### config.mk
export PLATFORM = sky130hd
export DESIGN_NAME = router_pkt_gen
export DESIGN_NICKNAME = d
export VERILOG_FILES = /design/src/rtl/router_pkt_gen.sv
export SDC_FILE = /design/constraint.sdc
export NUM_CORES = 1
export LEC_CHECK = 0
export ABC_AREA = 1
export BUFFER_PORTS_ARGS = -buffer_cell sky130_fd_sc_hd__buf_2
export CORE_ASPECT_RATIO = 1.5
export CORE_MARGIN = 2
export CORE_UTILIZATION = 50
export CTS_CLUSTER_DIAMETER = 50
export DETAILED_ROUTE_END_ITERATION = 10
export PLACE_DENSITY = 0.8
export SLEW_MARGIN = 20
export SYNTH_ARGS = -nofsm -noshare
export SYNTH_HDL_FRONTEND = slang
export SYNTH_SLANG_ARGS = --single-unit
### constraint.sdc
create_clock -name clock -period 1.5 [get_ports clock]
set_input_delay 0.075 -clock clock [delete_from_list [all_inputs] [get_ports clock]]
set_output_delay 0.075 -clock clock [all_outputs]
set_load 0.01 [all_outputs]
### src/rtl/router_pkt_gen.sv
// router_pkt_gen: packet source for the 1xN router input port.
// Each packet is a header beat {len, addr}, len LFSR payload beats, then an
// XOR parity trailer. Beats advance only on edges where busy is low.
// Optional build macro ROUTER_PKT_GEN_ERR_INJ_EN adds an err_inj input that
// inverts the parity trailer of the requested packet.
module router_pkt_gen #(
  parameter int                DATA_W     = 8,
  parameter int                ADDR_W     = 2,
  parameter int                NUM_CH     = 3,
  parameter logic [DATA_W-1:0] SEED       = 8'hA5,
  parameter logic [DATA_W-1:0] POLY       = 8'hB8,
  parameter int                GAP_CYCLES = 2
) (
  input  logic                     clock,
  input  logic                     resetn,
  input  logic                     start,
  input  logic [DATA_W-ADDR_W-1:0] cfg_len,
  input  logic [ADDR_W-1:0]        cfg_addr,
`ifdef ROUTER_PKT_GEN_ERR_INJ_EN
  input  logic                     err_inj,
`endif
  input  logic                     busy,
  output logic [DATA_W-1:0]        data_out,
  output logic                     pkt_valid,
  output logic                     pkt_last,
  output logic                     ready,
  output logic                     done,
  output logic                     addr_err,
  output logic [15:0]              pkt_count
);

  localparam int LEN_W      = DATA_W - ADDR_W;
  localparam int GAP_W      = (GAP_CYCLES > 1) ? $clog2(GAP_CYCLES) : 1;
  localparam int GAP_LOAD_I = (GAP_CYCLES > 0) ? GAP_CYCLES - 1 : 0;
  localparam logic [GAP_W-1:0] GAP_LOAD = GAP_W'(GAP_LOAD_I);

  typedef enum logic [2:0] {S_IDLE, S_HDR, S_PAY, S_PAR, S_GAP} state_e;

  state_e            state_q;
  logic [DATA_W-1:0] data_q;
  logic [DATA_W-1:0] parity_q;
  logic [DATA_W-1:0] lfsr_q;
  logic [LEN_W-1:0]  rem_q;
  logic [GAP_W-1:0]  gap_q;
  logic [15:0]       cnt_q;
  logic              vld_q;
  logic              last_q;
  logic              ready_q;
  logic              done_q;
  logic              addr_err_q;

  logic [DATA_W-1:0] lfsr_d;
  logic [DATA_W-1:0] hdr_d;
  logic [DATA_W-1:0] inj_mask;
  logic              addr_ok;

  // Galois right-shift step; only taken on an accepted payload beat.
  assign lfsr_d  = (lfsr_q >> 1) ^ (lfsr_q[0] ? POLY : '0);
  assign hdr_d   = {cfg_len, cfg_addr};
  assign addr_ok = (int'(cfg_addr) < NUM_CH);

`ifdef ROUTER_PKT_GEN_ERR_INJ_EN
  logic inj_q;

  // Error-inject request is captured with the accepted start.
  always_ff @(posedge clock or negedge resetn) begin
    if (!resetn)
      inj_q <= 1'b0;
    else if (state_q == S_IDLE && ready_q && start && addr_ok)
      inj_q <= err_inj;
  end

  assign inj_mask = {DATA_W{inj_q}};
`else
  assign inj_mask = '0;
`endif

  // Packet sequencer with registered beat outputs; every beat state holds on busy.
  always_ff @(posedge clock or negedge resetn) begin
    if (!resetn) begin
      state_q    <= S_IDLE;
      data_q     <= '0;
      parity_q   <= '0;
      lfsr_q     <= SEED;
      rem_q      <= '0;
      gap_q      <= '0;
      cnt_q      <= '0;
      vld_q      <= 1'b0;
      last_q     <= 1'b0;
      ready_q    <= 1'b0;
      done_q     <= 1'b0;
      addr_err_q <= 1'b0;
    end else begin
      done_q     <= 1'b0;
      addr_err_q <= 1'b0;
      case (state_q)
        S_IDLE: begin
          ready_q <= 1'b1;
          if (ready_q && start) begin
            if (addr_ok) begin
              state_q  <= S_HDR;
              data_q   <= hdr_d;
              parity_q <= hdr_d;
              rem_q    <= cfg_len;
              vld_q    <= 1'b1;
              ready_q  <= 1'b0;
            end else begin
              addr_err_q <= 1'b1;
            end
          end
        end
        S_HDR: begin
          if (!busy) begin
            if (rem_q == '0) begin
              // Zero-length packet: trailer is just the header.
              state_q <= S_PAR;
              data_q  <= parity_q ^ inj_mask;
              vld_q   <= 1'b0;
              last_q  <= 1'b1;
            end else begin
              state_q <= S_PAY;
              data_q  <= lfsr_q;
            end
          end
        end
        S_PAY: begin
          if (!busy) begin
            parity_q <= parity_q ^ data_q;
            lfsr_q   <= lfsr_d;
            rem_q    <= rem_q - LEN_W'(1);
            if (rem_q == LEN_W'(1)) begin
              // Trailer must already fold in the beat being accepted now.
              state_q <= S_PAR;
              data_q  <= (parity_q ^ data_q) ^ inj_mask;
              vld_q   <= 1'b0;
              last_q  <= 1'b1;
            end else begin
              data_q <= lfsr_d;
            end
          end
        end
        S_PAR: begin
          if (!busy) begin
            data_q <= '0;
            last_q <= 1'b0;
            done_q <= 1'b1;
            cnt_q  <= cnt_q + 16'd1;
            if (GAP_CYCLES > 0) begin
              state_q <= S_GAP;
              gap_q   <= GAP_LOAD;
            end else begin
              state_q <= S_IDLE;
              ready_q <= 1'b1;
            end
          end
        end
        S_GAP: begin
          if (gap_q == '0) begin
            state_q <= S_IDLE;
            ready_q <= 1'b1;
          end else begin
            gap_q <= gap_q - GAP_W'(1);
          end
        end
        default: state_q <= S_IDLE;
      endcase
    end
  end

  assign data_out  = data_q;
  assign pkt_valid = vld_q;
  assign pkt_last  = last_q;
  assign ready     = ready_q;
  assign done      = done_q;
  assign addr_err  = addr_err_q;
  assign pkt_count = cnt_q;

endmodule

# == Yosys cells after proc, flatten, opt, wreduce, memory -nomap -nowiden ==
# Cells that the tools add are included.
# word_totals
reg_bits,55
inputBits,12
output_inout_bits,29
wordCells,98
# classes
addsub,3
order_cmp,1
eq_ne,13
mux,48
bitwise,3
reduce_logical,18
# ops
operator,count
8-bit 2-to-1 mux,9
8-bit one-hot mux with 4 select lines,1
1-bit 2-to-1 mux,21
3-bit 2-to-1 mux,7
6-bit 2-to-1 mux,3
"16-bit by 1-bit adder with 16-bit output, second input constant",1
"2-bit != test, second input constant",8
8-bit one-hot mux with 2 select lines,1
3-bit one-hot mux with 5 select lines,1
7-bit AND reduction,2
6-bit one-hot mux with 2 select lines,1
6-bit AND reduction,2
2-bit AND reduction,4
7-bit by 8-bit bitwise XOR with 8-bit output,1
8-bit bitwise XOR,1
"3-bit by 2-bit == test with 1-bit output, second input constant",2
"6-bit by 1-bit == test with 1-bit output, second input constant",1
6-bit logical NOT,1
1-bit one-hot mux with 3 select lines,2
2-bit nonzero test,3
3-bit nonzero test,2
"6-bit by 1-bit subtractor with 6-bit output, second input constant",1
1-bit one-hot mux with 2 select lines,2
4-bit AND reduction,1
other kinds (8),8

# == Depth between registers and ports, before layout ==
# Gate-level depths: netlist of the first run.
# depth
word_depth,5
depth_mapped,11
ltp_nobuf,10

# == Worst setup path before layout of the first run ==
# OpenSTA, ideal clock, no wires.
# synth_timing
path_type,register -> register
startpoint,reg rem_q[0]
endpoint,reg vld_q (netlist: pkt_valid)
setup_ps,118
arrival_ps,1467
required_time_ps,1382
setup_slack_ps,-85
path_stages_with_launch,9
path_buffers,1
synth_period_minus_slack_ps,1585
path_cell_list,dfrtp_1 -> inv_1 -> ha_1 -> clkbuf_1 -> nand3_2 -> a21oi_1 -> nand3_1 -> nand2_1 -> nand2_1
# synth_via
elab_chain_len,3
word_cells_on_any_way,5
classes_between,eq/ne (3); reduce/logical (2)
# synth_rtl
element,line_no,source
"start, declared",43,logic [LEN_W-1:0] rem_q;
"start signal, assigned",104,rem_q <= cfg_len;
"start signal, assigned",130,rem_q <= rem_q - LEN_W'(1);
6-bit by 1-bit == test with 1-bit output / 6-bit logical NOT (equally long branches),"131, 114",
2-bit != test (no line),-,
7-bit AND reduction (no line) (*),-,
"end signal, assigned",105,vld_q <= 1'b1;
"end signal, assigned",118,vld_q <= 1'b0;
"end signal, assigned",135,vld_q <= 1'b0;
"end, declared",46,logic vld_q;
# Every way passes the cells marked *; elsewhere a longest branch is shown, timed or not.
# A chain may end at the register's enable or synchronous reset.

# == Worst setup path in the final report of the first run ==
# layout_timing
startpoint,reg state_q[2]
endpoint,reg data_q[7] (netlist: data_out[7])
# layout_via
elab_chain_len,3
word_cells_on_any_way,12
classes_between,eq/ne (8); mux (1); reduce/logical (3)
# layout_rtl
element,line_no,source
"start, declared",39,state_e state_q;
"start signal, assigned",81,state_q <= S_IDLE;
"start signal, assigned",101,state_q <= S_HDR;
"start signal, assigned",116,state_q <= S_PAR;
3-bit by 2-bit == test with 1-bit output (tied with other cells),96,case (state_q)
4-bit nonzero test (no line) / 2-bit != test (equally long branches),-,
6-bit AND reduction (no line),-,
"end signal, assigned",102,data_q <= hdr_d;
"end signal, assigned",117,data_q <= parity_q ^ inj_mask;
"end signal, assigned",122,data_q <= lfsr_q;
"end, declared",40,logic [DATA_W-1:0] data_q;
# Parallel ways exist; a longest one is shown, timed or not.

==> results of run 1 <==
power breakdown:
| group | total [mW] | switching (mW) | leakage [nW] | internal (mW) |
|---|---|---|---|---|
| Combinational | 4.78 | 2.88 | 1.48 | 1.90 |
| Sequential | 2.64 | 0.561 | 0.673 | 2.08 |
| Clock | 0.994 | 0.493 | 0.0524 | 0.501 |
| Total | 8.42 | 3.94 | 2.20 | 4.48 |
per-stage QoR:
| step | hold WS, ns | total power, mW | area (sq um) |
|---|---|---|---|
| global route | 0.0667 | 9.14 | 4080 |
| detailed placement | 0.100 | 6.99 | 3800 |
| global placement | 0.0990 | 6.86 | 3800 |
| floorplan | -0.221 | 5.51 | 3360 |
| finish | 0.0367 | 8.42 | 4080 |
| CTS | 0.0363 | 8.02 | 3930 |
registers in the layout, indices dropped and copies added (netlist names):
signal and count:
parity_q 8, pkt_count 16, ready 1, pkt_last 1, pkt_valid 1, rem_q 6
addr_err 1, state_q 3, gap_q 1, data_out 8, done 1, lfsr_q 8
path summary, 6_finish.rpt:
kind / endpoint / slack (ns) / from
min: addr_err / 0.04 / start
min reg2reg: pkt_valid / 0.48 / pkt_valid
max reg2reg: data_out[7] / 0.05 / state_q[2]
max: data_out[7] / 0.05 / state_q[2]
max in group asynchronous: lfsr_q[7] / 0.92 / resetn
min in group asynchronous: data_out[3] / 0.27 / resetn
cells by family (layout without fill, tap and decap cells):
| family | Yosys count | after routing | share of synthesized area, % |
|---|---|---|---|
| and+or+nand+nor | 290 | 290 | 37.5 |
| buffers and inverters | 74 | 145 | 9.13 |
| DFF | 55 | 55 | 41.1 |
| AOI/OAI and AO/OA | 46 | 46 | 7.90 |
| xor gates and xnor gates | 11 | 11 | 2.87 |
| adders and majority gates | 4 | 4 | 1.49 |
critical path: stages (launching register included):
cell and delay, ns:
dfrtp_2 0.46, inv_2 0.10, nand2_4 0.08, nor2_4 0.14
nand2_1 0.07, nand2_2 0.07, inv_1 0.06, nand2_2 0.10
buf_6 0.13, nor2_1 0.04, nand2_1 0.05, nand2_1 0.04
cell usage after synthesis:
| library cell | n |
|---|---|
| xnor2_1 | 1 |
| o21ai_2 | 6 |
| nor2_1 | 28 |
| ha_1 | 4 |
| nand4_1 | 14 |
| nand3_4 | 1 |
| o21ai_0 | 27 |
| nand2_4 | 1 |
| nor2_2 | 4 |
| buf_2 | 5 |
| nor3_4 | 1 |
| nor2_4 | 3 |
| clkinv_1 | 1 |
| inv_1 | 59 |
| buf_6 | 3 |
| inv_2 | 3 |
| nand2_1 | 194 |
| dfstp_2 | 4 |
| dfrtp_1 | 51 |
| a21oi_4 | 1 |
| nand2_2 | 2 |
| xor2_1 | 10 |
| o22ai_1 | 1 |
| nand3_2 | 2 |
| o21ai_1 | 7 |
| nor3_1 | 4 |
| a21oi_1 | 4 |
| clkbuf_1 | 3 |
| nand3_1 | 35 |
| and2_1 | 1 |
final cells by class:
class | count | area (sq um) | share of cell area, %
clock buffer | 7 | 76.3 | 1.87
clock inverter | 1 | 30.0 | 0.737
inverter | 63 | 239 | 5.86
multi-input combinational | 351 | 1740 | 42.8
sequential | 55 | 1380 | 34.0
tap | 76 | 95.1 | 2.33
timing repair buffer | 74 | 507 | 12.4
metal layers:
metal  GRT usage [%]  vias to the layer above  share of wire [%]
met4            8.22                        0                2.3
met2            43.3                       69                 55
met3            4.07                       21                3.2
met1            26.0                     1498                 39
li1                -                     1634                  -
met5               0                        -                  0
repair_timing:
action	4_1_cts	5_1_grt
gates resized for setup	3	27
endpoints found under the setup margin	8	29
hold buffers	1	0
endpoints found under the hold margin	51	0
setup buffers	0	9
pin swaps	0	9
==> results.tsv, run 1 <==
metric	value	unit
die_x	70.9	um
seq_area_frac_synth	41.1	%
drc	0	
cp.arrival	1.66	ns
required	1.71	ns
synth_area_per_cell	7.00	sq um
status	complete, no violations	
path_clk_slew	0.09	ns
drive_gt1_share	22.5	%
synth_top_area_share	38.0	%
dp_slack	-0.0258	ns
fin_util	62.8	%
final_cell_mix	nand2_1, inv_1, dfrtp_1	
cts.sinks	55	
reg2reg_depth	11	
setup_tns	0	ns
antenna_found_initial	0	
fmax	689	MHz
vias	3222	
die_area	7400	sq um
path_class	register to register	
skew	0.0102	ns
powerDensity	2070	nW/um^2
maxSlewViolCount	0	
finalHoldViolCount	0	
fin_crit_sh	96.8	%
antenna_left	0	
synth_cells	480	
viasPerCell	5.14	
initial_utilization	51.8	%
period_minus_slack	1.45	ns
grt_pass1_wl	14100	um
grt_overflow	0	
dp.cells	609	
grt_usage	23.3	%
nNetsFinal	566	
dieHeight	104	um
antenna_cells	0	
core-area	6490	sq um
setup_viol	0	
ys_ff_latch	55	
place_congestion	0.911	
timing.slew.headroom	79.9	%
start_kind	register	
synth_area_leaders	dfrtp_1, nand2_1, inv_1	
synth_cell_types	30	
cts_buffer_depth	2	
stdcell_count	627	
drt_iter0_drc	188	
tightest_slew	0.302	ns
boundaryPins	41	
ir_worst_vdd	1.16	mV
cts_max_level	2	
drt-total-wl	8510	um
hpwl	6210	um
yosys_warnings	0	
crit_fanout	7	
port_buffers	40	
wire_per_inst	13.6	um
cts_tree	yes	
fin_ws	0.0484	ns
syn_nets	496	
endpoint_kind	register	
grt_start_max_net_pins	56	
syn_area	3360	sq um
fill_cells	593	
rows	36	
cap_violations	0	
grt_pass1_vias	3189	
cellLeakagePower	2.20	nW
syn_to_final_growth	21.3	%
clock-root-buffer	clkbuf_8	
holdPathStages	3	
holdCritPathClass	primary input to register	
numCtsBuffers	5	
yosysTopAreaCell	dfrtp_1	
final_common_cell	nand2_1	
drtPass1Iterations	5	
clkLatencyLatePin	0.32	ns
rsz0062_at_grt	true	
No activity file was read; power rests on OpenSTA's default activity.
==> inputs of run 2 (changes only) <==
Settings changed: ABC_AREA 1 to not set, PLACE_DENSITY 0.8 to 0.81.
Clock period 1.5 ns to 1.3 ns, I/O delays scaled along.
==> run 2 against run 1 <==
Against the previous run:
- the flow now finishes with violations (setup timing)
- core utilization up 11 points
- design area rose by 5.3%
- global-route usage increased by 3.5 points
- sequential power grew 20%
- critical endpoint is now parity_q[7]
- largest cell class unchanged
- highest routed layer unchanged
==> results.tsv, run 2 <==
metric	value	unit	change
cp-startpoint	state_q[1]		
numCtsBuffers	5		unchanged
clkLatencyLatePin	0.31	ns	about the same
timing.slew.headroom	69.6	%	-10 points
status	finished with violations		
holdCritPathClass	primary input to register		
grt_start_max_net_pins	30		-46%
drc	0		unchanged
syn_nets	320		-35%
synth_area_leaders	dfrtp_1, xnor2_1, a21oi_1		
period_minus_slack	1.76	ns	+0.310 ns
cp.arrival	1.97	ns	+0.31 ns
drtPass1Iterations	6		+1
fin_crit_sh	136	%	+39 points
cts_buffer_depth	2		unchanged
grt_use_met1	31.3	%	+5.3 points
maxSlewViolCount	0		unchanged
synthArstFlopShare	100	%	unchanged
violations	setup timing		
largest_reg_flops	16		unchanged
crit_slowest_cell	dfrtp_1		
viasPerCell	6.09		+18%
ys_top_cells_by_count	dfrtp_1, nor2_1, a21oi_1		
skew	0.00281	ns	-0.00742 ns
stdcell_count	483		-23%
r2r-end	parity_q[7]		
drt_iter0_drc	270		+44%
antenna_cells	0		unchanged
synth_flop_cell	dfrtp_1		
dp.cells	450		-26%
fin_ws	-0.462	ns	-0.510 ns
syn_area	3030	sq um	-9.8%
cap_violations	0		unchanged
rows	34		-5.6%
use_met3	3.62	%	-0.45 points
place_congestion	0.940		+3.2%
drive_gt1_share	46.0	%	+23 points
finalHoldViolCount	0		unchanged
power	9.75	mW	+16%
cts_tree	yes		
fmax	568	MHz	-18%
worstPathCellList	or2_4 -> nor4b_4 -> buf_4 -> nor2_4 -> buf_6 -> o22a_1		
grt_usage	26.8	%	+3.5 points
endpoint	parity_q[7]		
critical_path.top_delay_family	simple AND/OR/NAND/NOR gates		
cellLeakagePower	1.90	nW	-14%
cp.depth	6		-5
tightest_slew	0.456	ns	+0.154 ns
synth_cell_types	50		+67%
ir_worst_vdd	1.50	mV	+30%
port_buffers	40		unchanged
synth_top_area_share	42.1	%	+4.1 points
boundaryPins	41		unchanged
crit_fanout	8		+1
wire_per_inst	18.7	um	+38%
syn_to_final_growth	41.6	%	
met2_usage	45.4	%	+2.1 points
antenna_found_initial	0		unchanged
initial_utilization	52.0	%	+0.22 points
path_clk_slew	0.10	ns	about the same
seq_area_frac_synth	45.6	%	+4.4 points
synth.most_common_cell	dfrtp_1		
final_common_cell	buf_4		
grt_overflow	0		unchanged
cts.sinks	55		unchanged
rsz0062_at_grt	true		
yosys_warnings	0		unchanged
nNetsFinal	426		-25%
die_x	67.6	um	-4.7%
start_kind	register		
vias	2940		-8.8%
setup_viol	52		+52
grt_pass1_wl	13800	um	-2.0%
r2r_start	state_q[1]		
drt-total-wl	9030	um	+6.1%
grt_pass1_vias	2939		-7.8%
synth_area_per_cell	9.97	sq um	+42%
powerDensity	2270	nW/um^2	+9.9%
synth-edff-count	0		unchanged
setup_tns	-17.46	ns	-17.46 ns
design_area	4290	sq um	+5.3%
hold_slack	0.0450	ns	+0.00826 ns
die_area	6710	sq um	-9.3%
hpwl	5540	um	-11%
clock-root-buffer	clkbuf_8		
cts_max_level	2		unchanged
antenna_left	0		unchanged
path_buf_inv	2		-1
reg2reg_depth	6		-5
required	1.51	ns	-0.20 ns
yosysTopAreaCell	dfrtp_1		
dieHeight	99.4	um	-4.8%
top_usage_layer	met2		
endpoint_kind	register		
cpPeakStageDelay	0.44	ns	-0.02 ns
r2r_slack	-0.46	ns	-0.51 ns
path_class	register to register		
final_cell_mix	buf_4, dfrtp_1, buf_2		
core-area	5830	sq um	-10%
placed_area	3670	sq um	-3.3%
ys_ff_latch	55		unchanged
synth_cells	304		-37%
-- run 2: through the flow --
stage / setup slack (ns) / utilization [%]
floorplan: -0.304 / -
global placement: -0.453 / 63.1
detailed placement: -0.459 / 63.1
CTS: -0.393 / 69.8
global route: -0.527 / 73.6
finish: -0.462 / 73.6
-- run 2: worst min-delay path by stage --
stage / startpoint / end / slack [ns] / cells after the start
after floorplan: resetn / addr_err / -0.23 / 0
after global routing: cfg_addr[1] / addr_err / 0.07 / 3
after global placement: resetn / parity_q[2] / -0.00002 / 1
after detailed placement: resetn / parity_q[2] / 0.005 / 1
after CTS: cfg_addr[0] / addr_err / 0.04 / 3
final: cfg_addr[1] / addr_err / 0.04 / 3
-- run 2: repair_timing --
item | in CTS | in global routing
setup buffers | 15 | 9
setup endpoints to repair | 50 | 52
cloned | 0 | 2
endpoints found under the hold margin | 35 | 0
resized for setup | 46 | 36
hold buffers | 1 | 0
pin swaps | 28 | 19
-- run 2: area by class of cell --
cell class                 count  area (sq um)
clock inverter                 2          16.3
clock buffer                   6          82.6
inverter                       5          18.8
multi-input combinational    229          1820
sequential                    55          1380
tap                           72          90.1
timing repair buffer         114           878
fill                         377          1540
-- run 2: metal layers --
metal	wire, um	vias up	share of wire (%)
met2	4810	116	53
met3	388	42	4.3
li1	-	1316	-
met1	3450	1466	38
met4	379	0	4.2
met5	0	-	0
-- run 2: kinds of logic after synthesis --
| kind of cell | Yosys count | share of synthesized area, % |
|---|---|---|
| buffers and inverters | 22 | 4.25 |
| AND/OR/NAND/NOR | 103 | 19.9 |
| adder cells (fa/ha/maj) | 4 | 1.65 |
| flip-flops | 55 | 45.6 |
| multiplexers | 7 | 2.60 |
| AO/OA/AOI/OAI | 86 | 18.2 |
| XOR/XNOR | 27 | 7.80 |
-- run 2: tightest hold or removal path, cell delays in order --
cell     delay (ns)
buf_2          0.11
nand2_1        0.10
nor4_1         0.05
-- run 2: report_power, final --
group	switching (mW)	internal (mW)
clock	0.590	0.437
combinational	2.84	2.72
sequential	0.797	2.36
total	4.23	5.52
==> inputs of run 3 (changes only) <==
Settings changed: ABC_AREA set to 1, PLACE_DENSITY 0.81 to 0.8.
==> run 3 against run 2 <==
Against the previous run:
- the flow still finishes with violations (setup timing)
- critical endpoint is now data_out[7]
- clock power shrank 5%
- flip-flop and latch count is the same
- largest cell class unchanged
- clock skew grew 0.024 ns
- non-clock buffer count shrank 3
- via count grew 26%
- register-to-register slack gained 0.23 ns
- combinational power grew 39%
- critical path type unchanged
- largest power group unchanged
==> results.tsv, run 3 (synthesis results as in run 1) <==
metric	value	unit	change
rsz0062_at_grt	true		
reg2reg_depth	9		+3
worstHoldStart	start		
vias	3713		+26%
clkLatencyLatePin	0.34	ns	+0.03 ns
endpoint_kind	register		
antenna_left	0		unchanged
wire_per_inst	16.4	um	-12%
powerDensity	2490	nW/um^2	+9.5%
grt_usage	25.3	%	-1.5 points
finalHoldViolCount	0		unchanged
die_x	70.9	um	+5.0%
grt_overflow	0		unchanged
status	finished with violations		
dp.cells	633		+41%
fin_util	72.8	%	-0.80 points
fin_ws	-0.237	ns	+0.225 ns
design_area	4720	sq um	+10%
holdCritPathClass	primary input to register		
stdcell_count	666		+38%
cts_tree	yes		
hpwl	6320	um	+14%
fmax	651	MHz	+15%
initial_utilization	51.8	%	-0.22 points
die_area	7400	sq um	+10%
crit_fanout	5		-3
cap_violations	0		unchanged
holdPathStages	3		unchanged
start_kind	register		
rows	36		+5.9%
port_buffers	40		unchanged
grt_pass1_vias	3356		+14%
cts.sinks	55		unchanged
viasPerCell	5.58		-8.4%
required	1.52	ns	about the same
cts_max_level	2		unchanged
multi_input_area	2040	sq um	+12%
ir_worst_vdd	1.48	mV	-1.4%
clock-root-buffer	clkbuf_8		
place_congestion	0.841		-11%
grt_start_max_net_pins	56		+87%
numCtsBuffers	5		unchanged
maxSlewViolCount	0		unchanged
core-area	6490	sq um	+11%
cp-startpoint	rem_q[0]		
path_clk_slew	0.11	ns	about the same
seqCellArea	1390	sq um	about the same
violations	setup timing		
syn_to_final_growth	40.7	%	
drtPass1Iterations	5		-1
setup_viol	41		-21%
drive_gt1_share	38.5	%	-7.5 points
nNetsFinal	605		+42%
antenna_found_initial	0		unchanged
final_cell_mix	nand2_1, inv_1, buf_4		
skew	0.0268	ns	+0.0240 ns
r2r_start	rem_q[0]		
drc	0		unchanged
timing.slew.headroom	72.5	%	+2.9 points
cellLeakagePower	2.49	nW	+31%
tightest_slew	0.408	ns	-0.0477 ns
path_class	register to register		
drt-total-wl	10900	um	+21%
cp.arrival	1.76	ns	-0.21 ns
fin_crit_sh	118	%	-17 points
antenna_cells	0		unchanged
final_common_cell	nand2_1		
dieHeight	104	um	+5.1%
drt_iter0_drc	414		+53%
fill_cells	455		+21%
grt_pass1_wl	15100	um	+9.4%
boundaryPins	41		unchanged
period_minus_slack	1.54	ns	-0.225 ns
placed_area	4020	sq um	+9.4%
largest_reg_flops	16		unchanged
cts_buffer_depth	2		unchanged
[run 3: path summary, 6_finish.rpt]
kind                       slack (ns)          end
min reg2reg                      0.48    pkt_valid
max                             -0.24  data_out[7]
min                              0.04     addr_err
max in group asynchronous        0.70    lfsr_q[0]
min in group asynchronous        0.24     rem_q[2]
max reg2reg                     -0.24  data_out[7]
[run 3: through the flow]
| step | hold WS [ns] | TNS [ns] | setup WS (ns) | power [mW] |
|---|---|---|---|---|
| 6_report | 0.0368 | -4.66 | -0.237 | 11.8 |
| 5_1_grt | 0.0498 | -8.46 | -0.366 | 12.5 |
| 4_1_cts | 0.0117 | -2.32 | -0.105 | 10.0 |
| 3_5_place_dp | 0.0903 | -2.56 | -0.150 | 8.61 |
| 3_3_place_gp | 0.0904 | -1.28 | -0.0833 | 8.43 |
| 2_1_floorplan | -0.231 | -1.21 | -0.0730 | 6.58 |
[run 3: cell type report]
| type | count | area share [%] |
|---|---|---|
| Timing Repair Buffer | 111 | 18.5 |
| Tap cell | 76 | 2.01 |
| Multi-Input combinational cell | 352 | 43.2 |
| Clock buffer | 8 | 1.69 |
| Inverter | 63 | 5.16 |
| Sequential cell | 55 | 29.3 |
| Timing Repair inverter | 1 | 0.132 |
[run 3: repair_timing]
action                                  CTS  global route
endpoints found under the setup margin   34            48
cloned                                    1             5
pin swaps                                15            26
hold buffers                              1             0
resized for setup                        30            80
setup buffers                             6            15
hold endpoints to repair                 51             0
[run 3: report_power, final]
group | total (mW) | internal (mW) | switching, mW
logic | 7.74 | 3.26 | 4.48
registers | 3.04 | 2.40 | 0.632
clock network | 0.975 | 0.385 | 0.590
total | 11.8 | 6.05 | 5.70
[run 3: layer usage]
metal / routed length (um) / track usage [%]
met5: 0 / 0
met4: 908 / 14.7
met3: 631 / 4.55
met2: 5550 / 43.4
met1: 3810 / 28.9
[run 3: critical path, cell delays in order, from the launching register on]
cell and delay (ns):
dfrtp_1 0.46, inv_2 0.11, ha_4 0.18, nand3_2 0.17
nand2_1 0.15, nand2_1 0.08, nand2_1 0.08, nand3_2 0.09
nand2_2 0.07, nand2_1 0.05
